$ cat src/rtl/mips_pkg.sv
// Shared types and encodings for the multicycle MIPS control path.
// State names, opcode values and datapath mux encodings.
package mips_pkg;

    typedef enum logic [3:0] {
        IDLE,
        FETCH,
        DECODE,
        MEMADR,
        MEMRD,
        MEMWB,
        MEMWR,
        EXEC,
        RWB,
        BEQ,
        BNE,
        JUMP,
        ADDIEX,
        ADDIWB
    } state_t;

    localparam logic [5:0] OP_RTYPE = 6'b000000;
    localparam logic [5:0] OP_LW    = 6'b100011;
    localparam logic [5:0] OP_SW    = 6'b101011;
    localparam logic [5:0] OP_BEQ   = 6'b000100;
    localparam logic [5:0] OP_BNE   = 6'b000101;
    localparam logic [5:0] OP_J     = 6'b000010;
    localparam logic [5:0] OP_ADDI  = 6'b001000;

    localparam logic [1:0] ALU_ADD   = 2'b00;
    localparam logic [1:0] ALU_SUB   = 2'b01;
    localparam logic [1:0] ALU_FUNCT = 2'b10;

    localparam logic [1:0] SRCB_RT   = 2'b00;
    localparam logic [1:0] SRCB_FOUR = 2'b01;
    localparam logic [1:0] SRCB_IMM  = 2'b10;
    localparam logic [1:0] SRCB_BR   = 2'b11;

    localparam logic [1:0] PC_ALU    = 2'b00;
    localparam logic [1:0] PC_ALUOUT = 2'b01;
    localparam logic [1:0] PC_JUMP   = 2'b10;

    typedef struct packed {
        logic       pcWrite;
        logic       pcWriteCond;
        logic       pcWriteCondN;
        logic       iorD;
        logic       memRead;
        logic       memWrite;
        logic       irWrite;
        logic       memtoReg;
        logic       regDst;
        logic       regWrite;
        logic       aluSrcA;
        logic [1:0] aluSrcB;
        logic [1:0] aluOp;
        logic [1:0] pcSource;
    } ctrl_t;

endpackage

$ cat src/rtl/mc_ctrl_decode.sv
// Combinational state -> control word decoder.
// Anything not named for a state stays 0.
module mc_ctrl_decode
    import mips_pkg::*;
(
    input  state_t state,
    output ctrl_t  ctrl
);

    always_comb begin
        ctrl = '0;
        case (state)
            FETCH: begin
                ctrl.memRead  = 1'b1;
                ctrl.iorD     = 1'b0;
                ctrl.aluSrcA  = 1'b0;
                ctrl.aluSrcB  = SRCB_FOUR;
                ctrl.aluOp    = ALU_ADD;
                ctrl.pcSource = PC_ALU;
                ctrl.irWrite  = 1'b1;
                ctrl.pcWrite  = 1'b1;
            end
            DECODE: begin
                ctrl.aluSrcA = 1'b0;
                ctrl.aluSrcB = SRCB_BR;
                ctrl.aluOp   = ALU_ADD;
            end
            MEMADR, ADDIEX: begin
                ctrl.aluSrcA = 1'b1;
                ctrl.aluSrcB = SRCB_IMM;
                ctrl.aluOp   = ALU_ADD;
            end
            MEMRD: begin
                ctrl.memRead = 1'b1;
                ctrl.iorD    = 1'b1;
            end
            MEMWB: begin
                ctrl.regWrite = 1'b1;
                ctrl.memtoReg = 1'b1;
                ctrl.regDst   = 1'b0;
            end
            MEMWR: begin
                ctrl.memWrite = 1'b1;
                ctrl.iorD     = 1'b1;
            end
            EXEC: begin
                ctrl.aluSrcA = 1'b1;
                ctrl.aluSrcB = SRCB_RT;
                ctrl.aluOp   = ALU_FUNCT;
            end
            RWB: begin
                ctrl.regWrite = 1'b1;
                ctrl.regDst   = 1'b1;
                ctrl.memtoReg = 1'b0;
            end
            BEQ, BNE: begin
                ctrl.aluSrcA      = 1'b1;
                ctrl.aluSrcB      = SRCB_RT;
                ctrl.aluOp        = ALU_SUB;
                ctrl.pcSource     = PC_ALUOUT;
                ctrl.pcWriteCond  = (state == BEQ);
                ctrl.pcWriteCondN = (state == BNE);
            end
            JUMP: begin
                ctrl.pcWrite  = 1'b1;
                ctrl.pcSource = PC_JUMP;
            end
            ADDIWB: begin
                ctrl.regWrite = 1'b1;
                ctrl.regDst   = 1'b0;
                ctrl.memtoReg = 1'b0;
            end
            default: ctrl = '0;
        endcase
    end

endmodule

$ cat src/rtl/multicycle_control.sv
// Multicycle MIPS control FSM: state register, next-state logic
// and memory-ready stall gating around the control word decoder.
module multicycle_control
    import mips_pkg::*;
#(
    parameter bit SUPPORT_ADDI = 1'b1,
    parameter bit SUPPORT_BNE  = 1'b1,
    parameter bit MEM_WAIT_EN  = 1'b0
) (
    input  logic       clk,
    input  logic       resetN,
    input  logic [5:0] opCode,
    input  logic       memReady,
    output logic       PCWrite,
    output logic       PCWriteCond,
    output logic       PCWriteCondN,
    output logic       IorD,
    output logic       MemRead,
    output logic       MemWrite,
    output logic       IRWrite,
    output logic       MemtoReg,
    output logic       RegDst,
    output logic       RegWrite,
    output logic       ALUSrcA,
    output logic [1:0] ALUSrcB,
    output logic [1:0] ALUOp,
    output logic [1:0] PCSource,
    output logic       illegalOp
);

    state_t state;
    state_t nextState;
    ctrl_t  ctrl;
    logic   memDone;
    logic   fetchGate;
    logic   isLoadStore;
    logic   isAddi;
    logic   isBne;
    logic   illegal;

    assign memDone     = !MEM_WAIT_EN || memReady;
    assign isLoadStore = (opCode == OP_LW) || (opCode == OP_SW);
    assign isAddi      = SUPPORT_ADDI && (opCode == OP_ADDI);
    assign isBne       = SUPPORT_BNE && (opCode == OP_BNE);

    always_ff @(posedge clk or negedge resetN) begin
        if (!resetN) begin
            state <= IDLE;
        end else begin
            state <= nextState;
        end
    end

    always_comb begin
        nextState = IDLE;
        illegal   = 1'b0;
        case (state)
            IDLE:   nextState = FETCH;
            FETCH:  nextState = memDone ? DECODE : FETCH;
            DECODE: begin
                unique case (1'b1)
                    isLoadStore:         nextState = MEMADR;
                    opCode == OP_RTYPE:  nextState = EXEC;
                    opCode == OP_BEQ:    nextState = BEQ;
                    isBne:               nextState = BNE;
                    opCode == OP_J:      nextState = JUMP;
                    isAddi:              nextState = ADDIEX;
                    default: begin
                        nextState = FETCH;
                        illegal   = 1'b1;
                    end
                endcase
            end
            MEMADR: nextState = (opCode == OP_SW) ? MEMWR : MEMRD;
            MEMRD:  nextState = memDone ? MEMWB : MEMRD;
            MEMWB:  nextState = FETCH;
            MEMWR:  nextState = memDone ? FETCH : MEMWR;
            EXEC:   nextState = RWB;
            RWB:    nextState = FETCH;
            BEQ:    nextState = FETCH;
            BNE:    nextState = FETCH;
            JUMP:   nextState = FETCH;
            ADDIEX: nextState = ADDIWB;
            ADDIWB: nextState = FETCH;
            default: nextState = IDLE;
        endcase
    end

    mc_ctrl_decode uDecode (
        .state (state),
        .ctrl  (ctrl)
    );

    // A stalled fetch keeps the read going but must not load IR or PC yet.
    assign fetchGate = (state != FETCH) || memDone;

    assign PCWrite      = ctrl.pcWrite && fetchGate;
    assign IRWrite      = ctrl.irWrite && fetchGate;
    assign PCWriteCond  = ctrl.pcWriteCond;
    assign PCWriteCondN = ctrl.pcWriteCondN;
    assign IorD         = ctrl.iorD;
    assign MemRead      = ctrl.memRead;
    assign MemWrite     = ctrl.memWrite;
    assign MemtoReg     = ctrl.memtoReg;
    assign RegDst       = ctrl.regDst;
    assign RegWrite     = ctrl.regWrite;
    assign ALUSrcA      = ctrl.aluSrcA;
    assign ALUSrcB      = ctrl.aluSrcB;
    assign ALUOp        = ctrl.aluOp;
    assign PCSource     = ctrl.pcSource;
    assign illegalOp    = illegal;

endmodule
$ cat config.mk
export PLATFORM = sky130hd
export DESIGN_NAME = multicycle_control
export DESIGN_NICKNAME = d
export VERILOG_FILES = /design/src/rtl/mips_pkg.sv /design/src/rtl/mc_ctrl_decode.sv /design/src/rtl/multicycle_control.sv
export SDC_FILE = /design/constraint.sdc
export NUM_CORES = 1
export LEC_CHECK = 0
export ABC_AREA = 1
export ABC_CLOCK_PERIOD_IN_PS = 1700
export BUFFER_PORTS_ARGS = -buffer_cell sky130_fd_sc_hd__buf_2
export CORE_AREA = 2 2 39 41
export DETAILED_ROUTE_END_ITERATION = 8
export DIE_AREA = 0 0 41 43
export PLACE_DENSITY = 0.78
export SYNTH_ARGS = -nofsm -noshare
export SYNTH_HDL_FRONTEND = slang
export SYNTH_SLANG_ARGS = --single-unit
$ cat constraint.sdc
create_clock -name clk -period 1.7 [get_ports clk]
set_clock_uncertainty 0.15 [all_clocks]
set_input_delay 0.17 -clock clk [delete_from_list [all_inputs] [get_ports clk]]
set_output_delay 0.17 -clock clk [all_outputs]
set_load 0.02 [all_outputs]
==> results of run 1 <==
power by group through the flow:
| stage | logic [W] | clock network (W) | registers (W) |
|---|---|---|---|
| after floorplan | 0.000491 | 0 | 0.000175 |
| after global routing | 0.000834 | 0.000123 | 0.000210 |
| after detailed placement | 0.000681 | 0 | 0.000186 |
| after CTS | 0.000689 | 0.000121 | 0.000191 |
| final | 0.000758 | 0.000115 | 0.000205 |
| after global placement | 0.000668 | 0 | 0.000183 |
per-stage QoR:
| stage | hold WS (ps) | area [um^2] |
|---|---|---|
| CTS | 68.18 | 665.6 |
| detailed placement | -175.7 | 628.1 |
| global placement | -175.9 | 628.1 |
| finish | 73.90 | 710.7 |
| floorplan | -275.6 | 483.0 |
| global route | 90.59 | 710.7 |
worst paths after layout:
kind                       endpoint  slack, ps  cells after the start
max in group asynchronous  state[0]       1160                      2
min                        state[1]         70                      3
max                         ALUSrcA         70                      6
min in group asynchronous  state[1]        120                      2
min reg2reg                state[3]        530                      2
max reg2reg                state[2]        410                      6
timing repair:
| action | CTS | global route |
|---|---|---|
| endpoints found under the setup margin | 4 | 5 |
| setup buffers | 0 | 3 |
| gates resized for setup | 3 | 10 |
| hold buffers | 1 | 0 |
| pin swaps | 0 | 4 |
| hold endpoints to repair | 4 | 0 |
layout make-up:
class | instances | share of cell area
Clock buffer | 3 | 0.03169
Inverter | 21 | 0.1109
Multi-Input combinational cell | 61 | 0.4525
Sequential cell | 4 | 0.1479
Tap cell | 16 | 0.02817
Timing Repair Buffer | 29 | 0.2289
worst max-delay path, stage by stage, from the launching register on:
cell and delay [ps]:
dfrtp_2 430, buf_4 150, nand2_1 140, nor2_4 60, inv_1 70, nand3_1 70
buf_4 160
cells in the mapped netlist, drive strengths merged:
library cell	count	area (um^2)
a21oi	1	5.000
dfrtp	4	100.1
inv	21	78.82
nand2	14	55.06
nand3	13	65.06
nand4	1	6.260
nor2	25	131.4
o211ai	1	7.510
o21ai	5	25.02
xnor2	1	8.760
cell families after synthesis:
group	count (synthesis)	share of synthesized area
flip-flops	4	0.2073
AND/OR/NAND/NOR	53	0.5337
XOR/XNOR	1	0.01814
buffers and inverters	21	0.1632
AO/OA/AOI/OAI	7	0.07771
layer usage:
layer / vias up / GRT usage / share of wire
met5: - / 0 / 0
met4: 0 / 0.1200 / 0
met3: 0 / 0.03141 / 0.073
met2: 27 / 0.2500 / 0.57
met1: 283 / 0.1601 / 0.36
li1: 326 / - / -
==> metrics.md, run 1 <==
| Metric | Value |
|---|---|
| Number of sinks handled by clock tree synthesis | `4` |
| Final setup fails | `0` |
| Max-cap violations | `0` |
| Average footprint of a synthesized cell | `5.616 um^2` |
| Post-DR vias/cell | `4.746` |
| DR pass1 iterations | `5` |
| Number of distinct library cells after synthesis | `14` |
| # DRC | `0` |
| Antenna violations before repair | `0` |
| Total routing usage reported by global routing | `0.1544` |
| Final #Nets | `129` |
| Kind of start point of the critical path | `flip-flop` |
| Post-Synthesis Cell Area | `483.0 um^2` |
| Die H | `43 um` |
| Maximum ir drop on the vdd rail | `451.3 uV` |
| Reg-to-Reg Start | `state[2]` |
| Final Hold Vio Count | `0` |
| Num CTS Buffers | `3` |
| Number of global-route vias before repair | `483` |
| Reg clk slew, reported paths | `40 ps` |
| Static Leak | `0.4370 nW` |
| Proportion of total power due to net switching | `0.5493` |
| Register bit count reported by yosys | `4` |
| Pint | `0.0004860 W` |
| PnR Total Power | `0.001078 W` |
| Wire per inst | `9.037 um` |
| Synthesized netlist net count | `95` |
| Area growth from synthesis to layout | `47.15%` |
| DP HPWL | `986 um` |
| First-pass GRT wire length | `1807 um` |
| Worst-case setup margin in the final layout | `65.70 ps` |
| Area of the core | `1384 um^2` |
| Start point of the critical path | `state[0]` |
| Part of the total power dissipated in the clock network | `0.106` |
| Setup repair after global routing missed its margin | `true` |
| Total wire length after detailed routing | `1211 um` |
| Most used cells in the layout excluding fill and tap cells | `buf_2 (23), inv_1 (16), nand2_1 (13), nor2_1 (13), nand3_1 (13)` |
| Setup slack after placement | `198.4 ps` |
| Timing-limited maximum frequency | `611.9 MHz` |
| Max Slew Vio Count | `0` |
| Tcrit/Tclk final | `0.9614` |
| Syn Inst Count | `86` |
| Top-level port count | `27` |
| Register share of total power | `0.190` |
| Count of H-tree levels built during CTS | `1` |
| Crit-path max FO | `4` |
| Initial cell density of the core | `0.3490` |
| Leading cell type in the layout, fill and taps excluded | `buf_2` |
| Largest net degree at the start of global routing | `7` |
| Outcome | `finished clean` |
| Number of port buffers | `25` |
| Net load switching power | `0.0005922 W` |
| Portion of total power attributed to combinational logic | `0.703` |
| Cell count after placement | `127` |
| Path type of the worst min-delay path | `in2reg` |
| Num rows | `14` |
| Post-layout utilization of the core | `0.5136` |
| Count of inserted antenna diode cells | `0` |
| Non-filler instance count after layout | `134` |
| Largest registers | `state: 4 flops` |
| Element type at the critical path end | `output port` |
| Overall via count from detail_route | `636` |
| Clock tree from TritonCTS | `yes` |
| Ratio of total power to cell area | `1517 nW/um^2` |
| Share of layout cells above drive strength 1 | `0.4492` |
| Longest Clk Path Bufs | `2` |
| Biggest register | `state` |
| Number of flip-flops under the largest register name | `4` |
| Minimum period implied by the final worst setup slack | `1634 ps` |
| Die area | `1763 um^2` |
| Summed negative setup slack over all endpoints | `0 ps` |
| Origin of the worst min-delay path | `opCode[3]` |
| Fraction of the yosys area taken by sequential cells | `0.2073` |
| Critical path data required time | `1380 ps` |
| Critical Path AT | `1310 ps` |
| Final antenna-violating net count | `0` |
| Clock root cell | `clkbuf_4` |
| Worst setup path class | `reg2out` |
| Count of filler cells inserted in the layout | `145` |
| Final RePlAce weighted congestion | `0.7933` |
| Number of design-rule violations left by the first detailed-router iteration | `3` |
| Worst Max-Slew Pin Slew | `223.9 ps` |
| Tightest slew margin relative to the limit | `0.8505` |
| Area of the multi-input gates | `321.6 um^2` |
| Flip-flop and latch area | `105.1 um^2` |
| Synth warnings | `0` |
| Die Width | `41 um` |
| Clock insertion delay at the later pin of the skew report | `230 ps` |
| Global route overflow | `0` |
Power figures use the tool's default switching activity.
==> run 2: changes to the inputs <==
Settings changed: CORE_AREA 2 2 39 41 to not set, CORE_UTILIZATION set to 39, DIE_AREA 0 0 41 43 to not set, MAX_ROUTING_LAYER set to met4, PLACE_DENSITY 0.78 to 0.79, RECOVER_POWER set to 50, SYNTH_HIERARCHICAL set to 1.
==> metrics.md, run 2 <==
| Metric | Value |
|---|---|
| Outcome | `finished, violations left` |
| Violations in the final reports | `negative setup slack` |
| Num CTS Buffers | `3` |
| Longest Clk Path Bufs | `2` |
| Die Width | `40.04 um` |
| Antenna violations before repair | `0` |
| Number of sinks handled by clock tree synthesis | `4` |
| Element type at the critical path end | `output port` |
| Initial cell density of the core | `0.4283` |
| Number of port buffers | `25` |
| Overall via count from detail_route | `752` |
| Clock tree from TritonCTS | `yes` |
| Synth warnings | `6` |
| Main area contributors after synthesis | `dfrtp_1 (18%), nand2_1 (13%), inv_1 (11%), nand3_1 (8.9%), nor2_1 (8.0%)` |
| Count of filler cells inserted in the layout | `120` |
| Share of layout cells above drive strength 1 | `0.4851` |
| # DRC | `0` |
| Ratio of total power to cell area | `1573 nW/um^2` |
| Total routing usage reported by global routing | `0.2073` |
| Number of design-rule violations left by the first detailed-router iteration | `24` |
| PnR Total Power | `0.001334 W` |
| Kind of start point of the critical path | `flip-flop` |
| Minimum period implied by the final worst setup slack | `1727 ps` |
| Final Hold Vio Count | `0` |
| Clock insertion delay at the later pin of the skew report | `250 ps` |
| Die H | `40.04 um` |
| Total wire length after detailed routing | `1716 um` |
| Area growth from synthesis to layout | `50.33%` |
| Cell depth of the worst flop-to-flop path | `6` |
| Number of flip-flops under the largest register name | `4` |
| Biggest register | `state` |
| Crit-path max FO | `5` |
| Setup slack after placement | `158.4 ps` |
| Count of H-tree levels built during CTS | `1` |
| Top-level port count | `27` |
| Final RePlAce weighted congestion | `0.8018` |
| Most used cells in the layout excluding fill and tap cells | `buf_2 (21), nand2_1 (20), inv_1 (16)` |
| Max Slew Vio Count | `0` |
| Critical path data required time | `1380 ps` |
| Register bit count reported by yosys | `4` |
| Largest registers | `state: 4 flops` |
| Final #Nets | `145` |
| Top-count cell post-synth | `nand2_1` |
| Largest net degree at the start of global routing | `10` |
| Worst hold margin | `130.5 ps` |
| Top cell types by occurrence after synthesis | `nand2_1 (20), inv_1 (17), nor2_1 (12)` |
| Proportion of netlist area held by the largest area contributor | `0.1774` |
| Fraction of the yosys area taken by sequential cells | `0.1774` |
| Count of inserted antenna diode cells | `0` |
| Maximum ir drop on the vdd rail | `471.5 uV` |
| Tcrit/Tclk final | `1.016` |
| Primary FF master, synth | `dfrtp_1` |
| Worst setup path class | `reg2out` |
| Dominant cell type by area after synthesis | `dfrtp_1` |
| Wire per inst | `11.52 um` |
| Static Leak | `0.5289 nW` |
| Post-Synthesis Cell Area | `564.3 um^2` |
| Synthesized netlist net count | `105` |
| First-pass GRT wire length | `2132 um` |
| Syn Inst Count | `96` |
| Async set-or-reset flop fraction in the synthesized netlist | `1.000` |
| Area of the core | `1318 um^2` |
| Reg-to-Reg Start | `state[1]` |
| Reg clk slew, reported paths | `50 ps` |
| Num rows | `13` |
| DP HPWL | `1079 um` |
| Global route overflow | `0` |
| Final antenna-violating net count | `0` |
| Path type of the worst min-delay path | `in2async` |
| Number of global-route vias before repair | `525` |
| Number of flops mapped to enable cells by yosys | `0` |
| Leading cell type in the layout, fill and taps excluded | `buf_2` |
| Setup repair after global routing missed its margin | `true` |
| Max-cap violations | `0` |
| Start point of the critical path | `state[0]` |
| Number of distinct library cells after synthesis | `19` |
| Post-layout utilization of the core | `0.6439` |
| Worst-case setup margin in the final layout | `-27.42 ps` |
| Clock root cell | `clkbuf_4` |
| Worst Max-Slew Pin Slew | `272.3 ps` |
| Die area | `1603 um^2` |
| Post-DR vias/cell | `5.047` |
| End point of the critical path | `ALUSrcB[1]` |
| Critical Path AT | `1410 ps` |
| Critical register-to-register path endpoint | `state[3]` |
| Timing-limited maximum frequency | `578.9 MHz` |
| Slack of the worst reg-to-reg path | `390 ps` |
| Average footprint of a synthesized cell | `5.878 um^2` |
| DR pass1 iterations | `4` |
| Final setup fails | `1` |
| Tightest slew margin relative to the limit | `0.8178` |
-- run 2: cell types whose count changed after synthesis, sizes merged --
| cell | before | now |
|---|---|---|
| inv | 21 | 20 |
| nand2 | 14 | 24 |
| o21ai | 5 | 8 |
| clkinv | 0 | 1 |
| nor2 | 25 | 20 |
| a21oi | 1 | 2 |
| xnor2 | 1 | 0 |
| o211ai | 1 | 2 |
| nor3 | 0 | 1 |
-- run 2: metal layers --
| layer | global-route usage | up-vias | wire length (um) |
|---|---|---|---|
| met4 | 0.1121 | 0 | 19 |
| met2 | 0.3387 | 30 | 860 |
| met1 | 0.2361 | 340 | 717 |
| li1 | - | 378 | - |
| met5 | - | - | 0 |
| met3 | 0.03889 | 4 | 118 |
-- run 2: through the flow --
stage,instance area (um^2),TNS (ps),cells
after CTS,763.2,0,142
after floorplan,564.3,0,96
after detailed placement,708.2,0,136
after global routing,848.3,-145.2,149
after global placement,708.2,0,136
final,848.3,-27.42,149
-- run 2: timing repair --
| item | 4_1_cts | 5_1_grt |
|---|---|---|
| buffers inserted | 2 | 7 |
| pin swaps | 0 | 2 |
| resized for setup | 6 | 11 |
| setup endpoints to repair | 7 | 14 |
| endpoints found under the hold margin | 4 | 0 |
| hold buffers | 1 | 0 |
-- run 2: worst max-delay path: stages, from the launching register on --
cell and delay, ps:
dfrtp_2 440, buf_4 160, inv_1 60, nand2_2 80, o21ai_0 210, buf_2 220
-- run 2: worst min path at each step --
stage                start        to  slack, ps  cells after the start
global route        resetN  state[1]        160                      2
finish              resetN  state[1]        130                      2
detailed placement  resetN  state[1]       -170                      1
global placement    resetN  state[2]       -180                      1
CTS                 resetN  state[1]        100                      2
floorplan           resetN  state[0]       -280                      0
-- run 2: final cells by class --
class	count	area, um^2	area share
repair buffers	35	210.2	0.2478
inverters	21	81.33	0.09587
well taps	15	18.77	0.02212
clock buffers	3	22.52	0.02655
flip-flops and latches	4	105.1	0.1239
multi-input cells	71	410.4	0.4838
-- run 2: kinds of logic after synthesis --
| logic type | synth area share |
|---|---|
| buffers and inverters | 0.1397 |
| AND/OR/NAND/NOR | 0.5521 |
| AO/OA/AOI/OAI | 0.1308 |
| flip-flops | 0.1774 |
-- run 2: report_power, final --
part           switching (W)  total, W  leakage [nW]  internal, W
Combinational       0.000636  0.000997         0.469     0.000361
Sequential         0.0000711  0.000209        0.0460     0.000138
Clock              0.0000485  0.000128        0.0138    0.0000796
==> run 3: changes to the inputs <==
Settings changed: PLACE_DENSITY 0.79 to 0.68.
==> metrics.md, run 3 (same netlist as run 2, synthesis figures left out) <==
| Metric | Value |
|---|---|
| Number of global-route vias before repair | `571` |
| Number of port buffers | `25` |
| Biggest register | `state` |
| Antenna violations before repair | `0` |
| Top-level port count | `27` |
| DR pass1 iterations | `4` |
| Ratio of total power to cell area | `1539 nW/um^2` |
| Critical Path AT | `1360 ps` |
| Worst setup path class | `reg2out` |
| Die H | `40.04 um` |
| Count of H-tree levels built during CTS | `1` |
| Slack of the worst reg-to-reg path | `370 ps` |
| Worst hold margin | `149.0 ps` |
| Count of filler cells inserted in the layout | `136` |
| Initial cell density of the core | `0.4283` |
| Critical register-to-register path endpoint | `state[3]` |
| Setup repair after global routing missed its margin | `true` |
| Number of sinks handled by clock tree synthesis | `4` |
| Share of layout cells above drive strength 1 | `0.4885` |
| Element type at the critical path end | `output port` |
| Clock tree from TritonCTS | `yes` |
| Final #Nets | `142` |
| Total routing usage reported by global routing | `0.2180` |
| Post-layout utilization of the core | `0.6249` |
| Number of flip-flops under the largest register name | `4` |
| Path type of the worst min-delay path | `in2async` |
| Worst Max-Slew Pin Slew | `242.0 ps` |
| Crit path buf inv count | `2` |
| Most used cells in the layout excluding fill and tap cells | `buf_2 (22), nand2_1 (18), inv_1 (16)` |
| Global route overflow | `0` |
| Longest Clk Path Bufs | `2` |
| CP max stage cell | `dfrtp_2` |
| First-pass GRT wire length | `2304 um` |
| Num CTS Buffers | `3` |
| Largest registers | `state: 4 flops` |
| Total wire length after detailed routing | `1545 um` |
| Outcome | `finished clean` |
| Max-cap violations | `0` |
| CP max stage delay | `440 ps` |
| Leading cell type in the layout, fill and taps excluded | `buf_2` |
| Crit-path max FO | `5` |
| Static Leak | `0.5146 nW` |
| Final RePlAce weighted congestion | `0.8339` |
| Tcrit/Tclk final | `0.9894` |
| DP HPWL | `1113 um` |
| Minimum period implied by the final worst setup slack | `1682 ps` |
| Maximum ir drop on the vdd rail | `686.5 uV` |
| Count of inserted antenna diode cells | `0` |
| Overall via count from detail_route | `705` |
| Num rows | `13` |
| Post-DR vias/cell | `4.829` |
| Final antenna-violating net count | `0` |
| Clock insertion delay at the later pin of the skew report | `230 ps` |
| Area of the core | `1318 um^2` |
| Number of design-rule violations left by the first detailed-router iteration | `8` |
| Die Width | `40.04 um` |
| Final setup fails | `0` |
| Critical path data required time | `1380 ps` |
| Reg-to-Reg Start | `state[1]` |
| Tightest slew margin relative to the limit | `0.8380` |
| # DRC | `0` |
| Wire per inst | `10.58 um` |
| Max Slew Vio Count | `0` |
| Kind of start point of the critical path | `flip-flop` |
| Cell depth of the worst flop-to-flop path | `6` |
| Timing-limited maximum frequency | `594.5 MHz` |
| Series of cell instances along the critical path | `inv_2 -> nand2_4 -> nor2_4 -> nand3_2 -> nor3_2 -> buf_4` |
| Reg clk slew, reported paths | `40 ps` |
| Clock root cell | `clkbuf_4` |
| Die area | `1603 um^2` |
| Final Hold Vio Count | `0` |
| Area growth from synthesis to layout | `45.90%` |
| Worst path top cell family by delay | `flip-flops` |
| Largest net degree at the start of global routing | `10` |
[run 3: what timing repair did]
action,4_1_cts,5_1_grt
buffers inserted,2,4
endpoints found under the setup margin,3,14
endpoints found under the hold margin,4,0
hold buffers,1,0
cloned,0,0
pin swaps,0,1
gates resized for setup,5,12
[run 3: worst max path at each step]
stage	start	end	slack [ps]	depth (start not counted)
2_1_floorplan	state[2]	ALUSrcB[1]	200	3
3_3_place_gp	state[0]	illegalOp	190	6
3_5_place_dp	state[0]	illegalOp	170	6
4_1_cts	state[0]	illegalOp	10	6
5_1_grt	state[2]	illegalOp	-40	6
6_report	state[2]	illegalOp	20	6
[run 3: metrics by stage]
| stage | std cells | power (W) | TNS, ps | area [um^2] | setup slack [ps] |
|---|---|---|---|---|---|
| 3_5_place_dp | 136 | 0.0009815 | 0 | 708.2 | 170.6 |
| 6_report | 146 | 0.001267 | 0 | 823.3 | 18.05 |
| 5_1_grt | 146 | 0.001376 | -68.67 | 823.3 | -40.23 |
| 4_1_cts | 142 | 0.001149 | 0 | 767.0 | 10.58 |
| 3_3_place_gp | 136 | 0.0009663 | 0 | 708.2 | 194.3 |
| 2_1_floorplan | 96 | 0.0007584 | 0 | 564.3 | 201.8 |
[run 3: final cells by class]
| class | count | area, um^2 | area share |
|---|---|---|---|
| inverters | 21 | 81.33 | 0.09878 |
| clock buffers | 3 | 22.52 | 0.02736 |
| flip-flops and latches | 4 | 105.1 | 0.1277 |
| well taps | 15 | 18.77 | 0.02280 |
| repair buffers | 32 | 185.2 | 0.2249 |
| multi-input cells | 71 | 410.4 | 0.4985 |
[run 3: where the power goes]
group	leakage, nW	internal [W]	switching (W)
clock network	0.0138	0.0000792	0.0000418
registers	0.0460	0.000138	0.0000836
logic	0.455	0.000343	0.000581
total	0.515	0.000560	0.000707
[run 3: per-layer routing]
metal,global-route usage,wire length (um)
met5,-,0
met4,0.08621,24
met3,0,38
met2,0.4556,865
met1,0.2033,616
[run 3: worst reg2reg max path: cells and delay by family (launching register included)]
kind,cells,cell delay (ps)
DFF,1,440
AOI/OAI and AO/OA,1,160
and+or+nand+nor,2,150
buffers and inverters,3,310
